--- src/rtl/uart_pkg.sv ---
// Shared definitions for the UART transmit path: FSM state encoding and
// parity-type codes used by the frame serialiser and its parity helper.
package uart_pkg;

  // FSM state encoding (3-bit, legacy-compatible constants)
  localparam logic [2:0] IDLE   = 3'd0;
  localparam logic [2:0] START  = 3'd1;
  localparam logic [2:0] DATA   = 3'd2;
  localparam logic [2:0] PARITY = 3'd3;
  localparam logic [2:0] STOP   = 3'd4;

  // Parity type as seen on PAR_TYP
  localparam logic PAR_EVEN = 1'b0;
  localparam logic PAR_ODD  = 1'b1;

endpackage

--- src/rtl/uart_tx_parity.sv ---
// Combinational parity generator for the UART transmitter. Works only on
// the word latched at frame acceptance, so the parity bit cannot change
// while a frame is on the line.
module uart_tx_parity
  import uart_pkg::*;
#(
  parameter int DATA_WIDTH = 8
) (
  input  logic [DATA_WIDTH-1:0] data,
  input  logic                  par_typ,
  output logic                  par_bit
);

  // Even parity is the XOR-reduce; odd parity is its inverse.
  always_comb begin
    par_bit = (par_typ == PAR_ODD) ? ~(^data) : (^data);
  end

endmodule

--- src/rtl/uart_tx_frame.sv ---
// UART transmitter: serialises one DATA_WIDTH-bit word per frame as
// start(0), data LSB-first, optional parity, stop(1). One bit per CLK,
// where CLK is the TX baud clock. TX_OUT and Busy come straight from flops.
module uart_tx_frame
  import uart_pkg::*;
#(
  parameter int DATA_WIDTH = 8
) (
  input  logic                  CLK,
  input  logic                  RST,
  input  logic [DATA_WIDTH-1:0] P_DATA,
  input  logic                  Data_Valid,
  input  logic                  PAR_EN,
  input  logic                  PAR_TYP,
  output logic                  TX_OUT,
  output logic                  Busy
);

  localparam int CNT_W = (DATA_WIDTH > 1) ? $clog2(DATA_WIDTH) : 1;
  localparam logic [CNT_W-1:0] LAST_BIT = CNT_W'(DATA_WIDTH - 1);

  logic [2:0]            state, state_nxt;
  logic [CNT_W-1:0]      bit_cnt, cnt_nxt;
  logic [DATA_WIDTH-1:0] data_reg;
  logic                  par_en_reg, par_typ_reg;
  logic                  tx_nxt, busy_nxt;
  logic                  load;
  logic                  par_bit;

  uart_tx_parity #(
    .DATA_WIDTH(DATA_WIDTH)
  ) u_parity (
    .data    (data_reg),
    .par_typ (par_typ_reg),
    .par_bit (par_bit)
  );

  // Next-state, next-counter and next line value; outputs are then
  // registered so the pin sees the value of the state being entered.
  always_comb begin
    // NOTE: every signal gets a default before the case so no path leaves
    // it unassigned -- otherwise synthesis infers a latch.
    state_nxt = state;
    cnt_nxt   = bit_cnt;
    tx_nxt    = 1'b1;
    busy_nxt  = 1'b1;
    load      = 1'b0;
    case (state)
      IDLE: begin
        busy_nxt = 1'b0;
        if (Data_Valid) begin
          load      = 1'b1;
          state_nxt = START;
          tx_nxt    = 1'b0;
          busy_nxt  = 1'b1;
        end
      end
      START: begin
        state_nxt = DATA;
        cnt_nxt   = '0;
        tx_nxt    = data_reg[0];
      end
      DATA: begin
        if (bit_cnt == LAST_BIT) begin
          cnt_nxt = '0;
          if (par_en_reg) begin
            state_nxt = PARITY;
            tx_nxt    = par_bit;
          end else begin
            state_nxt = STOP;
            tx_nxt    = 1'b1;
          end
        end else begin
          cnt_nxt = bit_cnt + CNT_W'(1);
          tx_nxt  = data_reg[cnt_nxt];
        end
      end
      PARITY: begin
        state_nxt = STOP;
        tx_nxt    = 1'b1;
      end
      STOP: begin
        state_nxt = IDLE;
        busy_nxt  = 1'b0;
      end
      default: begin
        // Unused encodings fall back to an idle, high line.
        state_nxt = IDLE;
        cnt_nxt   = '0;
        busy_nxt  = 1'b0;
      end
    endcase
  end

  // State, counter, outputs and the per-frame latched word/configuration.
  always_ff @(posedge CLK or negedge RST) begin
    // NOTE: sequential state uses non-blocking assignments so every flop
    // samples pre-edge values regardless of statement order.
    if (!RST) begin
      state       <= IDLE;
      bit_cnt     <= '0;
      data_reg    <= '0;
      par_en_reg  <= 1'b0;
      par_typ_reg <= 1'b0;
      TX_OUT      <= 1'b1;
      Busy        <= 1'b0;
    end else begin
      state   <= state_nxt;
      bit_cnt <= cnt_nxt;
      TX_OUT  <= tx_nxt;
      Busy    <= busy_nxt;
      if (load) begin
        data_reg    <= P_DATA;
        par_en_reg  <= PAR_EN;
        par_typ_reg <= PAR_TYP;
      end
    end
  end

endmodule

--- config.mk ---
export PLATFORM = sky130hd
export DESIGN_NAME = uart_tx_frame
export DESIGN_NICKNAME = d
export VERILOG_FILES = /design/src/rtl/uart_pkg.sv /design/src/rtl/uart_tx_parity.sv /design/src/rtl/uart_tx_frame.sv
export SDC_FILE = /design/constraint.sdc
export NUM_CORES = 1
export LEC_CHECK = 0
export ABC_AREA = 1
export BUFFER_PORTS_ARGS = -buffer_cell sky130_fd_sc_hd__clkbuf_2
export CORE_ASPECT_RATIO = 2
export CORE_MARGIN = 2
export CORE_UTILIZATION = 25
export DETAILED_ROUTE_END_ITERATION = 12
export PLACE_DENSITY_LB_ADDON = 0.1
export SETUP_SLACK_MARGIN = 0.4
export SKIP_LAST_GASP = 1
export SLEW_MARGIN = 0
export SYNTH_ARGS = -nofsm -noshare
export SYNTH_HDL_FRONTEND = slang
export SYNTH_SLANG_ARGS = --single-unit
--- constraint.sdc ---
create_clock -name CLK -period 3.7 [get_ports CLK]
set_clock_uncertainty 0.2 [all_clocks]
set_input_delay 0.185 -clock CLK [delete_from_list [all_inputs] [get_ports CLK]]
set_output_delay 0.185 -clock CLK [all_outputs]
set_load 0.02 [all_outputs]
# Yosys cells after proc, flatten, opt, wreduce, memory -nomap -nowiden

Index checks and enable logic that the tools add are counted.

Bitwise gates (word level): 1
Add/subtract/negate cells: 1
Muxes and demuxes: 16
Reduce and logical (&&, ||, !) cells: 5
Equal/unequal tests: 7
$lt $le $gt $ge: 1

Operator list:

| operator                                            | count |
|---|---|
| 2-to-1 mux 3 bit                                    | 4 |
| case mux 3 bit (4 select lines)                     | 1 |
| XOR reduction 8 bit                                 | 1 |
| 2-to-1 mux 1 bit                                    | 7 |
| equality test 3 x 2 -> 1 bit, second input constant | 2 |
| equality test 3 bit, second input constant          | 2 |
| case mux 3 bit (2 select lines)                     | 1 |
| OR reduction 3 bit                                  | 2 |
| < comparator 3 x 4 -> 1 bit, second input constant  | 1 |
| inequality test 2 bit, second input constant        | 2 |
| adder 3 x 1 -> 3 bit, second input constant         | 1 |
| binary-select mux 1 bit (select 3 bit)              | 1 |
| equality test 3 x 1 -> 1 bit, second input constant | 1 |
| logical NOT 3 bit                                   | 1 |
| case mux 1 bit (3 select lines)                     | 1 |
| case mux 1 bit (2 select lines)                     | 1 |
| AND reduction 2 bit                                 | 1 |
| inverter 1 bit                                      | 1 |

Bits in registers: 18
Logic and storage cells: 38
Output and inout bits: 2
Bits of input ports: 13

# Depth between registers and ports, before layout

Gate-level depths: netlist of run 1.

Depth after elaboration: 6
Depth in mapped cells: 11
Depth with buffers taken out: 11

# Cells and area by module

A second synthesis of run 1 with hierarchy kept.

Cell total of the unflattened synthesis: 147
Area total of the unflattened synthesis: 1057.3 sq um

Modules (own cells, without submodules):

| module         | area each (sq um) | cells an instance | times used |
|---|---|---|---|
| uart_tx_frame  | 893.4             | 109               | 1 |
| uart_tx_parity | 163.9             | 38                | 1 |

# Worst setup path after synthesis of run 1

OpenSTA, ideal clock, no wires.

Path type: reg-to-reg
Start: register bit_cnt[0]
End: register TX_OUT
Cell stages (with the launch flop): 12
Setup slack: 1.940 ns
Setup time: 0.083 ns
Arrival: 1.477 ns
Clock period less this slack: 1.760 ns
Cell sequence: dfrtp_1 > ha_1 > ha_1 > inv_1 > a21oi_1 > o21ai_0 > nand3_1 > nand3_1 > nand2_1 > inv_1 > nand2_1 > nand2_1

Cells in the longest elaborated chain, start to end: 5

RTL lines:

| what                                   | line                 | RTL |
|---|---|---|
| start, declared                        | uart_tx_frame.sv:23  | `logic [CNT_W-1:0] bit_cnt, cnt_nxt;` |
| start signal, assigned                 | uart_tx_frame.sv:109 | `bit_cnt <= cnt_nxt;` |
| adder 3 x 1 -> 3 bit                   | uart_tx_frame.sv:74  | `cnt_nxt = bit_cnt + CNT_W'(1);` |
| binary-select mux 1 bit (select 3 bit) | uart_tx_frame.sv:75  | `tx_nxt = data_reg[cnt_nxt];` |
| 2-to-1 mux 1 bit (implied by the code) | uart_tx_frame.sv:75  |  |
| 2-to-1 mux 1 bit *                     | uart_tx_frame.sv:64  | `if (bit_cnt == LAST_BIT) begin` |
| case mux 1 bit (3 select lines) *      | uart_tx_frame.sv:48  | `case (state)` |
| via tx_nxt                             | uart_tx_frame.sv:26  | `logic tx_nxt, busy_nxt;` |
| end signal, assigned                   | uart_tx_frame.sv:110 | `TX_OUT <= tx_nxt;` |
| end, declared                          | uart_tx_frame.sv:15  | `output logic TX_OUT,` |

Mark *: on every way through the listed nets, which the timed path passes. The rest lies on a longest branch. The select of a mux whose other input is x is not followed.
A chain may end at the register's enable or synchronous reset.

# Worst setup path in the final report of run 1

Same ends and word-level chain as after synthesis.

==> impl_results.md, run 1 <==
* Largest net degree at the start of global routing at 19
* Post-Synth XOR/XNOR Area at roughly 1.8%
* Max-cap violations at 0
* Worst skew pair latency at 0.26 ns
* FMAX at between 500 and 600 MHz
* Post-CTS Resized at 0
* H-tree depth at 1
* Final ANT Viol Nets at 0
* CTS Buffer Depth at 2
* Period utilization at between 50% and 60%
* Cell internal pwr at approximately 0.00058 W
* Critical Setup Path Class: reg2reg
* Comb power frac at 49.5%
* Fraction of the mapped netlist area in simple logic gates at about a quarter
* Crit-path max cell delay at 0.46 ns
* Post-Syn Area per Cell at between 7 and 8 um2
* Area grow syn2layout at 27.82%
* Core Area at 3844 um2
* CP Max Fanout at 9
* Place WS at 1.767 ns
* GRT Residual Overflow at 0
* CP Data Arrival Time at 1.95 ns
* Top Family by Delay on Critical Path: adder cells
* Row count at 32
* Setup Fix Bufs, Post-CTS at 0
* Drt wl/cell at roughly 11 um
* # hold bufs at CTS at 11
* Routed vias at approximately 900
* Netlist Area Pre-Place at between 900 and 1000 um2
* CTS tree: yes
* Unrepaired setup endpoints after global routing: false
* Synth Area in Compound Gates at roughly an eighth
* Min Tclk post-route at approximately 2.0 ns
* Max FFs per register at 8
* Largest family of logic cells by synthesized area: simple AND/OR/NAND/NOR gates
* First-pass GRT wire length at approximately 4100 um
* Number of global-route vias before repair at about 920
* Initial core utilization at between 20% and 30%
* Hold WC Path Type: in2reg
* # diodes at 0
* CTS sink cnt at 18
* CP Data Required Time at roughly 3.7 ns
* Power per Cell Area at 826.7 nW/um2
* Final WL at about 2300 um
* Final hold vios at 0
* Top Ports at 15
* Sequential Power Share at about 37%
* CTS root buffer: clkbuf_8
* Crit path capture type: flip-flop
* Rel. slew slack at 68.04%
* Syn Inst Count at 126
* Setup violations, final at 0
* CTS Buf Count at 3
* FF+latch count, synth at 18
* Die X-Extent at 48.69 um
* Nets at 170
* TritonRoute pass-1 iters at 3
* IO buf count at 14
* Post-synthesis sequential area ratio at 45.24%
* Mux cell area share after synthesis at under 10%
* Setup tns final at 0 ns
* Clock transition at the registers of the reported paths at approximately 0.070 ns
* Slew Viols, Final at 0
* Layout cell share with drive strength beyond 1 at ~18%
* Vias per cell at between 4 and 5
* Cells along the critical path: ha_1 -> ha_1 -> inv_1 -> a21oi_1 -> o21ai_0 -> nand3_1 -> nand3_1 -> nand2_1 -> inv_1 -> nand2_1 -> nand2_1
* Status: finished, final reports clean
* Sw power at 0.0004730 W
* Slew @ Worst Pin at 0.4794 ns
* Maximum VDD drop at 0.5065 mV
* GRT Total Usage at a little under an eighth
* Die area at about 4500 um2
* Cell variety after synth at 25
* CP Buf/Inv Count at 2
* CP dominant cell by count: nand2_1
* Yosys warns at 0
* Antenna violations before repair at 0
* Synth Net Count at approximately 140
* Die Y at 93.37 um
* Clock power frac at between 10% and 20%
* Critical path's slowest cell: dfrtp_1
* Setup crit start kind: flip-flop
* Leak pwr at about 0.64 nW
* GP Congestion at approximately 0.69
* Synth Area in Adders at 2.506%
* DRC at 0
* Final WS setup at 1.727 ns
* Detailed Place HPWL at roughly 1800 um
* Sw Ratio at between 40% and 50%
* DR iter-0 viols at 13
per-layer routing:
metal	track usage (%)	vias up	wire length (um)
met4	5.000	0	29
met2	23.52	10	1381
met5	0	-	0
met3	1.438	4	33
li1	-	456	-
met1	12.04	410	904
cell type report:
cell class	instances	area [um2]
timing repair buffer	25	180.2
fill	440	2567
multi-input combinational	86	456.7
clock buffer	4	45.04
tap	51	63.81
sequential	18	451.7
inverter	21	78.83
power groups by stage:
| stage | sequential [W] | clock [W] | combinational (W) |
|---|---|---|---|
| after global placement | 0.000398 | 0 | 0.000516 |
| after global routing | 0.000409 | 0.000154 | 0.000612 |
| after detailed placement | 0.000398 | 0 | 0.000524 |
| after CTS | 0.000393 | 0.000148 | 0.000535 |
| after floorplan | 0.000381 | 0 | 0.000408 |
| final | 0.000390 | 0.000142 | 0.000523 |
kinds of logic after synthesis:
kind of cell / count (synthesis)
AO/OA/AOI/OAI: 23
XOR/XNOR: 2
adder cells (fa/ha/maj): 2
buffers and inverters: 22
flip-flops: 18
multiplexers: 4
AND/OR/NAND/NOR: 55
Yosys cell counts, drive strengths merged:
cell type / count / area [um2]
a221oi: 1 / 8.760
nand3b: 1 / 7.510
nor2: 11 / 53.80
ha: 2 / 25.02
o21ai: 7 / 35.03
xnor2: 1 / 8.760
nand2: 34 / 137.6
dfrtp: 17 / 425.4
mux2: 4 / 45.04
nand3: 8 / 40.04
nor3: 1 / 5.000
xor2: 1 / 8.760
o31ai: 1 / 7.510
buf: 1 / 11.26
dfstp: 1 / 26.28
a211oi: 1 / 7.510
o22ai: 1 / 6.260
inv: 21 / 78.82
a21oi: 12 / 60.06
through the flow:
stage,utilization [%],instance area (um2),hold slack [ns],cells,power [W]
6_report,33.20,1276,0.08643,205,0.001055
5_1_grt,33.20,1276,0.1460,205,0.001174
4_1_cts,33.20,1276,0.1000,205,0.001077
3_5_place_dp,29.17,1121,-0.02909,190,0.0009213
3_3_place_gp,29.17,1121,-0.02418,190,0.0009136
2_1_floorplan,-,998.5,-0.3106,126,0.0007888
path summary, 6_finish.rpt:
kind / start / endpoint / slack [ns] / cells past startpoint
worst max-delay path: bit_cnt[0]$_DFFE_PN0N_ / TX_OUT$_DFF_PN1_ / 1.73 / 11
worst min-delay path: Data_Valid / state[0]$_DFFE_PN0P_ / 0.09 / 3
worst max register to register: bit_cnt[0]$_DFFE_PN0N_ / TX_OUT$_DFF_PN1_ / 1.73 / 11
worst min register to register: bit_cnt[2]$_DFFE_PN0N_ / bit_cnt[2]$_DFFE_PN0N_ / 0.35 / 2
max in group asynchronous: RST / TX_OUT$_DFF_PN1_ / 2.74 / 2
min in group asynchronous: RST / state[2]$_DFFE_PN0P_ / 0.21 / 2
cell usage in the layout (no fill, tap or decap), drive strengths merged, types with 4 or more instances in the layout:
cell / n
a21oi: 12
clkbuf: 18
dfrtp: 17
dlygate4sd3: 11
inv: 21
mux2: 4
nand2: 34
nand3: 8
nor2: 11
o21ai: 7
tightest hold or removal path: cells and delay by family:
| kind | cells | cell delay [ns] |
|---|---|---|
| buffers and inverters | 1 | 0.12 |
| and+or+nand+nor | 1 | 0.09 |
| AOI/OAI and AO/OA | 1 | 0.10 |
Power figures use the tool's default switching activity.
==> run 2, diff against run 1 <==
==> constraint.sdc (replaced) <==
create_clock -name CLK -period 1.9 [get_ports CLK]
set_clock_uncertainty 0.2 [all_clocks]
set_input_delay 0.095 -clock CLK [delete_from_list [all_inputs] [get_ports CLK]]
set_output_delay 0.095 -clock CLK [all_outputs]
set_load 0.02 [all_outputs]
==> impl_results.md, run 2 (synthesis gave the netlist of run 1 again) <==
* Worst skew pair latency at 0.26 ns (about the same)
* Leading cell type in the layout, fill and taps excluded: nand2_1
* Top Ports at 15 (unchanged)
* TritonRoute pass-1 iters at 4 (+1)
* Die area at 4546 um2 (unchanged)
* CTS tree: yes
* Leak pwr at 0.6927 nW (+7.7%)
* Slew Viols, Final at 0 (unchanged)
* Routed vias at 933 (+6.0%)
* Min Tclk post-route at 1.665 ns (-0.3083 ns)
* Number of global-route vias before repair at 973 (+6.1%)
* IO buf count at 14 (unchanged)
* Period utilization at 87.61% (+34 points)
* Slew @ Worst Pin at 0.4960 ns (+0.01660 ns)
* CTS sink cnt at 18 (unchanged)
* Most frequent cells in the layout: nand2_1 (32), inv_1 (18), dfrtp_1 (15)
* Status: finished, final reports clean
* DR iter-0 viols at 14 (+1)
* Reg area at 454.2 um2 (+0.55%)
* Die Y at 93.37 um (unchanged)
* Vias per cell at 4.319 (+0.62%)
* Power per Cell Area at 1651 nW/um2 (+100%)
* CP Data Required Time at 1.89 ns (-1.79 ns)
* Initial core utilization at 25.98% (unchanged)
* Hold Path Stages at 3 (unchanged)
* Crit path capture type: flip-flop
* Layout cell share with drive strength beyond 1 at 29.09% (+11 points)
* HP Start: Data_Valid
* FMAX at 600.8 MHz (+19%)
* Final WS setup at 0.2354 ns (-1.492 ns)
* Final WL at 2496 um (+6.3%)
* CP Max Fanout at 5 (-4)
* CTS Buffer Depth at 2 (unchanged)
* GRT Residual Overflow at 0 (unchanged)
* Detailed Place HPWL at 1767 um (-3.9%)
* CP Buf/Inv Count at 2 (unchanged)
* DRC at 0 (unchanged)
* Antenna violations before repair at 0 (unchanged)
* Top Family by Delay on Critical Path: adder cells
* Final ANT Viol Nets at 0 (unchanged)
* Reg-to-Reg Start: bit_cnt[0]$_DFFE_PN0N_
* Nets at 181 (+6.5%)
* CTS root buffer: clkbuf_8
* CP dominant cell by count: nand2_1
* Setup violations, final at 0 (unchanged)
* H-tree depth at 1 (unchanged)
* Final hold vios at 0 (unchanged)
* Reg2reg setup slack at 0.24 ns (-1.49 ns)
* Row count at 32 (unchanged)
* Critical path's slowest cell: dfrtp_1
* CTS Buf Count at 3 (unchanged)
* # fillers at 419 (-4.8%)
* Multi-input combinational cell area at 496.7 um2 (+8.8%)
* Clock transition at the registers of the reported paths at 0.07 ns (about the same)
* Max-cap violations at 0 (unchanged)
* First-pass GRT wire length at 4174 um (+0.99%)
* Setup tns final at 0 ns (unchanged)
* Hold WC Path Type: in2reg
* Largest net degree at the start of global routing at 19 (unchanged)
* Critical Setup Path Class: reg2reg
* R2R cell count at 11 (unchanged)
* Hold endpoint: state[0]$_DFFE_PN0P_
* Place WS at 0.2276 ns (-1.539 ns)
* RR Endpoint: TX_OUT$_DFF_PN1_
* # diodes at 0 (unchanged)
* Drt wl/cell at 11.56 um (+0.85%)
* Setup crit start kind: flip-flop
* Die X-Extent at 48.69 um (unchanged)
* GP Congestion at 0.7413 (+7.0%)
* Cells along the critical path: ha_2 -> ha_4 -> inv_2 -> a21oi_2 -> o21ai_1 -> nand3_1 -> nand3_1 -> nand2_1 -> inv_1 -> nand2_1 -> nand2_1
* Unrepaired setup endpoints after global routing: true
* Area grow syn2layout at 41.35%
* Max FFs per register at 8 (unchanged)
* CP Data Arrival Time at 1.65 ns (-0.30 ns)
* Crit-path max cell delay at 0.39 ns (-0.07 ns)
* Rel. slew slack at 66.93% (-1.1 points)
* GRT Total Usage at 12.25% (+0.37 points)
* Maximum VDD drop at 0.7663 mV (+51%)
* Core Area at 3844 um2 (unchanged)
[run 2: changes by cell type in the layout (fill, tap and decap cells not counted), moves of 2 or more]
cell	change
ha_1	-2
inv_2	+2
dfrtp_1	-2
buf_4	+10
inv_1	-2
nor2_4	+2
dfrtp_2	+2
[run 2: worst min-delay path: cells and delay by family]
kind                   cells  cell delay [ns]
buffers and inverters      1             0.15
AND/OR/NAND/NOR            1             0.08
AO/OA/AOI/OAI              1             0.12
[run 2: metal layers]
layer / share of wire [%] / global-route usage (%)
met5: 0 / 0
met4: 2.7 / 6.905
met3: 2.5 / 1.917
met2: 59 / 24.32
met1: 36 / 11.36
[run 2: final cells by class]
class                           count  area share, %
Multi-Input combinational cell     86          35.20
Timing Repair Buffer               36          18.62
Clock buffer                        4          3.901
Tap cell                           51          4.521
Sequential cell                    18          32.18
Inverter                           21          5.585
[run 2: worst max-delay path by stage]
| stage | endpoint | slack [ns] | from | cells after the start |
|---|---|---|---|---|
| final | TX_OUT$_DFF_PN1_ | 0.24 | bit_cnt[0]$_DFFE_PN0N_ | 11 |
| after global routing | TX_OUT$_DFF_PN1_ | 0.11 | bit_cnt[0]$_DFFE_PN0N_ | 11 |
| after CTS | TX_OUT$_DFF_PN1_ | 0.23 | bit_cnt[0]$_DFFE_PN0N_ | 11 |
| after detailed placement | TX_OUT$_DFF_PN1_ | 0.23 | bit_cnt[1]$_DFFE_PN0N_ | 11 |
| after global placement | TX_OUT$_DFF_PN1_ | 0.25 | bit_cnt[0]$_DFFE_PN0N_ | 11 |
| after floorplan | TX_OUT$_DFF_PN1_ | 0.23 | bit_cnt[0]$_DFFE_PN0N_ | 11 |
[run 2: power breakdown]
part	leakage [nW]	switching (W)	internal, W
sequential	0.209	0.000178	0.000574
combinational	0.455	0.000692	0.000567
clock	0.0288	0.000135	0.000184
[run 2: what timing repair did]
action / CTS / global route
endpoints found under the hold margin: 28 / 0
hold buffers: 11 / 0
pin swaps: 4 / 4
buffers inserted: 4 / 6
setup endpoints to repair: 7 / 8
gates resized for setup: 4 / 4
[run 2: through the flow]
step | area, um2 | hold WS, ns | instances | power [W] | utilization, %
6_report | 1411 | 0.02905 | 216 | 0.002330 | 36.72
3_5_place_dp | 1144 | -0.1101 | 191 | 0.001812 | 29.75
3_3_place_gp | 1144 | -0.1133 | 191 | 0.001799 | 29.75
2_1_floorplan | 1013 | -0.4006 | 126 | 0.001552 | -
4_1_cts | 1358 | 0.02972 | 210 | 0.002266 | 35.32
5_1_grt | 1411 | 0.05632 | 216 | 0.002589 | 36.72
==> run 3, diff against run 2 <==
--- a/config.mk
+++ b/config.mk
@@ -11,6 +11,7 @@
 export CORE_MARGIN = 2
 export CORE_UTILIZATION = 25
 export DETAILED_ROUTE_END_ITERATION = 12
+export GPL_TIMING_DRIVEN = 0
 export PLACE_DENSITY_LB_ADDON = 0.1
 export SETUP_SLACK_MARGIN = 0.4
 export SKIP_LAST_GASP = 1
==> impl_results.md, run 3 (synthesis gave the netlist of run 1 again) <==
* Period utilization at 89.55% (+1.9 points)
* Largest net degree at the start of global routing at 19 (unchanged)
* Final WL at 2481 um (-0.60%)
* GP Congestion at 0.7233 (-2.4%)
* Leak pwr at 0.6932 nW (about the same)
* CP Data Arrival Time at 1.68 ns (+0.03 ns)
* Slew @ Worst Pin at 0.4737 ns (-0.02237 ns)
* Antenna violations before repair at 0 (unchanged)
* TritonRoute pass-1 iters at 5 (+1)
* Vias per cell at 4.350 (+0.72%)
* HP Start: Data_Valid
* Hold WC Path Type: in2reg
* First-pass GRT wire length at 4250 um (+1.8%)
* Reg-to-Reg Start: bit_cnt[0]$_DFFE_PN0N_
* Setup violations, final at 0 (unchanged)
* CP dominant cell by count: nand2_1
* Number of global-route vias before repair at 939 (-3.5%)
* RR Endpoint: TX_OUT$_DFF_PN1_
* Max FFs per register at 8 (unchanged)
* Most frequent cells in the layout: nand2_1 (32), inv_1 (17), dfrtp_1 (14), clkbuf_2 (14), dlygate4sd3_1 (11)
* Initial core utilization at 25.98% (unchanged)
* Critical path's slowest cell: dfrtp_2
* Critical Setup Path Class: reg2reg
* GRT Residual Overflow at 0 (unchanged)
* # diodes at 0 (unchanged)
* R2R cell count at 11 (unchanged)
* Slew Viols, Final at 0 (unchanged)
* Row count at 32 (unchanged)
* Top Ports at 15 (unchanged)
* Drt wl/cell at 11.59 um (+0.33%)
* Die area at 4546 um2 (unchanged)
* Min Tclk post-route at 1.701 ns (+0.03688 ns)
* Leading cell type in the layout, fill and taps excluded: nand2_1
* DR iter-0 viols at 36 (+22)
* GRT Total Usage at 12.34% (+0.087 points)
* CP Buf/Inv Count at 2 (unchanged)
* Hold endpoint: state[0]$_DFFE_PN0P_
* Nets at 179 (-1.1%)
* Setup crit start kind: flip-flop
* Final hold vios at 0 (unchanged)
* H-tree depth at 1 (unchanged)
* DRC at 0 (unchanged)
* Detailed Place HPWL at 1779 um (+0.70%)
* Max-cap violations at 0 (unchanged)
* Unrepaired setup endpoints after global routing: true
* CTS root buffer: clkbuf_8
* Rel. slew slack at 68.42% (+1.5 points)
* CTS Buffer Depth at 2 (unchanged)
* Cells along the critical path: ha_4 -> ha_4 -> inv_2 -> a21oi_2 -> o21ai_1 -> nand3_1 -> nand3_1 -> nand2_1 -> inv_1 -> nand2_1 -> nand2_1
* IO buf count at 14 (unchanged)
* Maximum VDD drop at 0.8133 mV (+6.1%)
* Power per Cell Area at 1633 nW/um2 (-1.1%)
* Worst skew pair latency at 0.25 ns (about the same)
* Hold Path Stages at 3 (unchanged)
* CP Max Fanout at 5 (unchanged)
* Reg2reg setup slack at 0.20 ns (-0.04 ns)
* Cells after DPL at 191 (unchanged)
* Status: finished, final reports clean
* Non-filler cells, final at 214 (-0.93%)
* Final ANT Viol Nets at 0 (unchanged)
* Crit-path max cell delay at 0.43 ns (+0.04 ns)
* Place WS at 0.07362 ns (-0.1540 ns)
* Routed vias at 931 (-0.21%)
* Top Family by Delay on Critical Path: adder cells
* FMAX at 587.7 MHz (-2.2%)
* Crit path capture type: flip-flop
* Layout cell share with drive strength beyond 1 at 31.90% (+2.8 points)
* Die Y at 93.37 um (unchanged)
* CTS Buf Count at 3 (unchanged)
* WP depth at 11 (unchanged)
* Core Area at 3844 um2 (unchanged)
* Area grow syn2layout at 44.49%
* CP Data Required Time at 1.88 ns (about the same)
* Clock transition at the registers of the reported paths at 0.07 ns (about the same)
* CTS sink cnt at 18 (unchanged)
* CTS tree: yes
* Final WS setup at 0.1985 ns (-0.03688 ns)
* Total power at 0.002355 W (+1.1%)
* Setup tns final at 0 ns (unchanged)
* Die X-Extent at 48.69 um (unchanged)
run 3: cell types whose count changed in the layout (fill, tap and decap cells not counted), sizes merged:
cell and delta:
buf -2
run 3: power breakdown:
part	leakage, nW	switching [W]	internal, W
Sequential	0.208	0.000177	0.000576
Combinational	0.462	0.000717	0.000608
Clock	0.0228	0.000128	0.000149
Total	0.693	0.00102	0.00133
run 3: cell type report:
| type | instances | area, um2 |
|---|---|---|
| Clock buffer | 4 | 45.04 |
| Tap cell | 51 | 63.81 |
| Multi-Input combinational cell | 86 | 526.8 |
| Sequential cell | 18 | 455.4 |
| Fill cell | 428 | 2401 |
| Buffer | 1 | 15.01 |
| Inverter | 21 | 78.83 |
| Timing Repair Buffer | 33 | 257.7 |
run 3: metrics by stage:
stage,utilization (%),area [um2],hold slack [ns]
finish,37.53,1443,0.002250
detailed placement,29.85,1147,-0.1152
global route,37.53,1443,0.02441
floorplan,-,1013,-0.4006
global placement,29.85,1147,-0.1087
CTS,34.83,1339,0.009102
run 3: how the worst max path moves through the flow:
stage,end,slack (ns),startpoint
after CTS,TX_OUT$_DFF_PN1_,0.18,bit_cnt[0]$_DFFE_PN0N_
after detailed placement,TX_OUT$_DFF_PN1_,0.07,bit_cnt[0]$_DFFE_PN0N_
after floorplan,TX_OUT$_DFF_PN1_,0.23,bit_cnt[0]$_DFFE_PN0N_
after global placement,TX_OUT$_DFF_PN1_,0.08,bit_cnt[0]$_DFFE_PN0N_
final,TX_OUT$_DFF_PN1_,0.20,bit_cnt[0]$_DFFE_PN0N_
after global routing,TX_OUT$_DFF_PN1_,0.08,bit_cnt[0]$_DFFE_PN0N_
run 3: worst register-to-register path: cells and delay by family (launching register included):
family / cells / cell delay [ns]
adder cells (fa/ha/maj): 2 / 0.46
AND/OR/NAND/NOR: 5 / 0.30
buffers and inverters: 2 / 0.08
AO/OA/AOI/OAI: 2 / 0.15
flip-flops: 1 / 0.43
run 3: routing by layer:
| metal | GRT usage [%] | share of wire (%) |
|---|---|---|
| met2 | 23.74 | 58 |
| met4 | 6.429 | 2.1 |
| met1 | 12.63 | 38 |
| met3 | 1.438 | 1.7 |
| met5 | 0 | 0 |
run 3: what timing repair did:
| action | in CTS | in global routing |
|---|---|---|
| hold buffers | 11 | 0 |
| setup endpoints to repair | 4 | 14 |
| gates cloned | 0 | 1 |
| gates resized for setup | 5 | 16 |
| setup buffers | 2 | 5 |
| endpoints found under the hold margin | 28 | 0 |
| pin swaps | 3 | 8 |
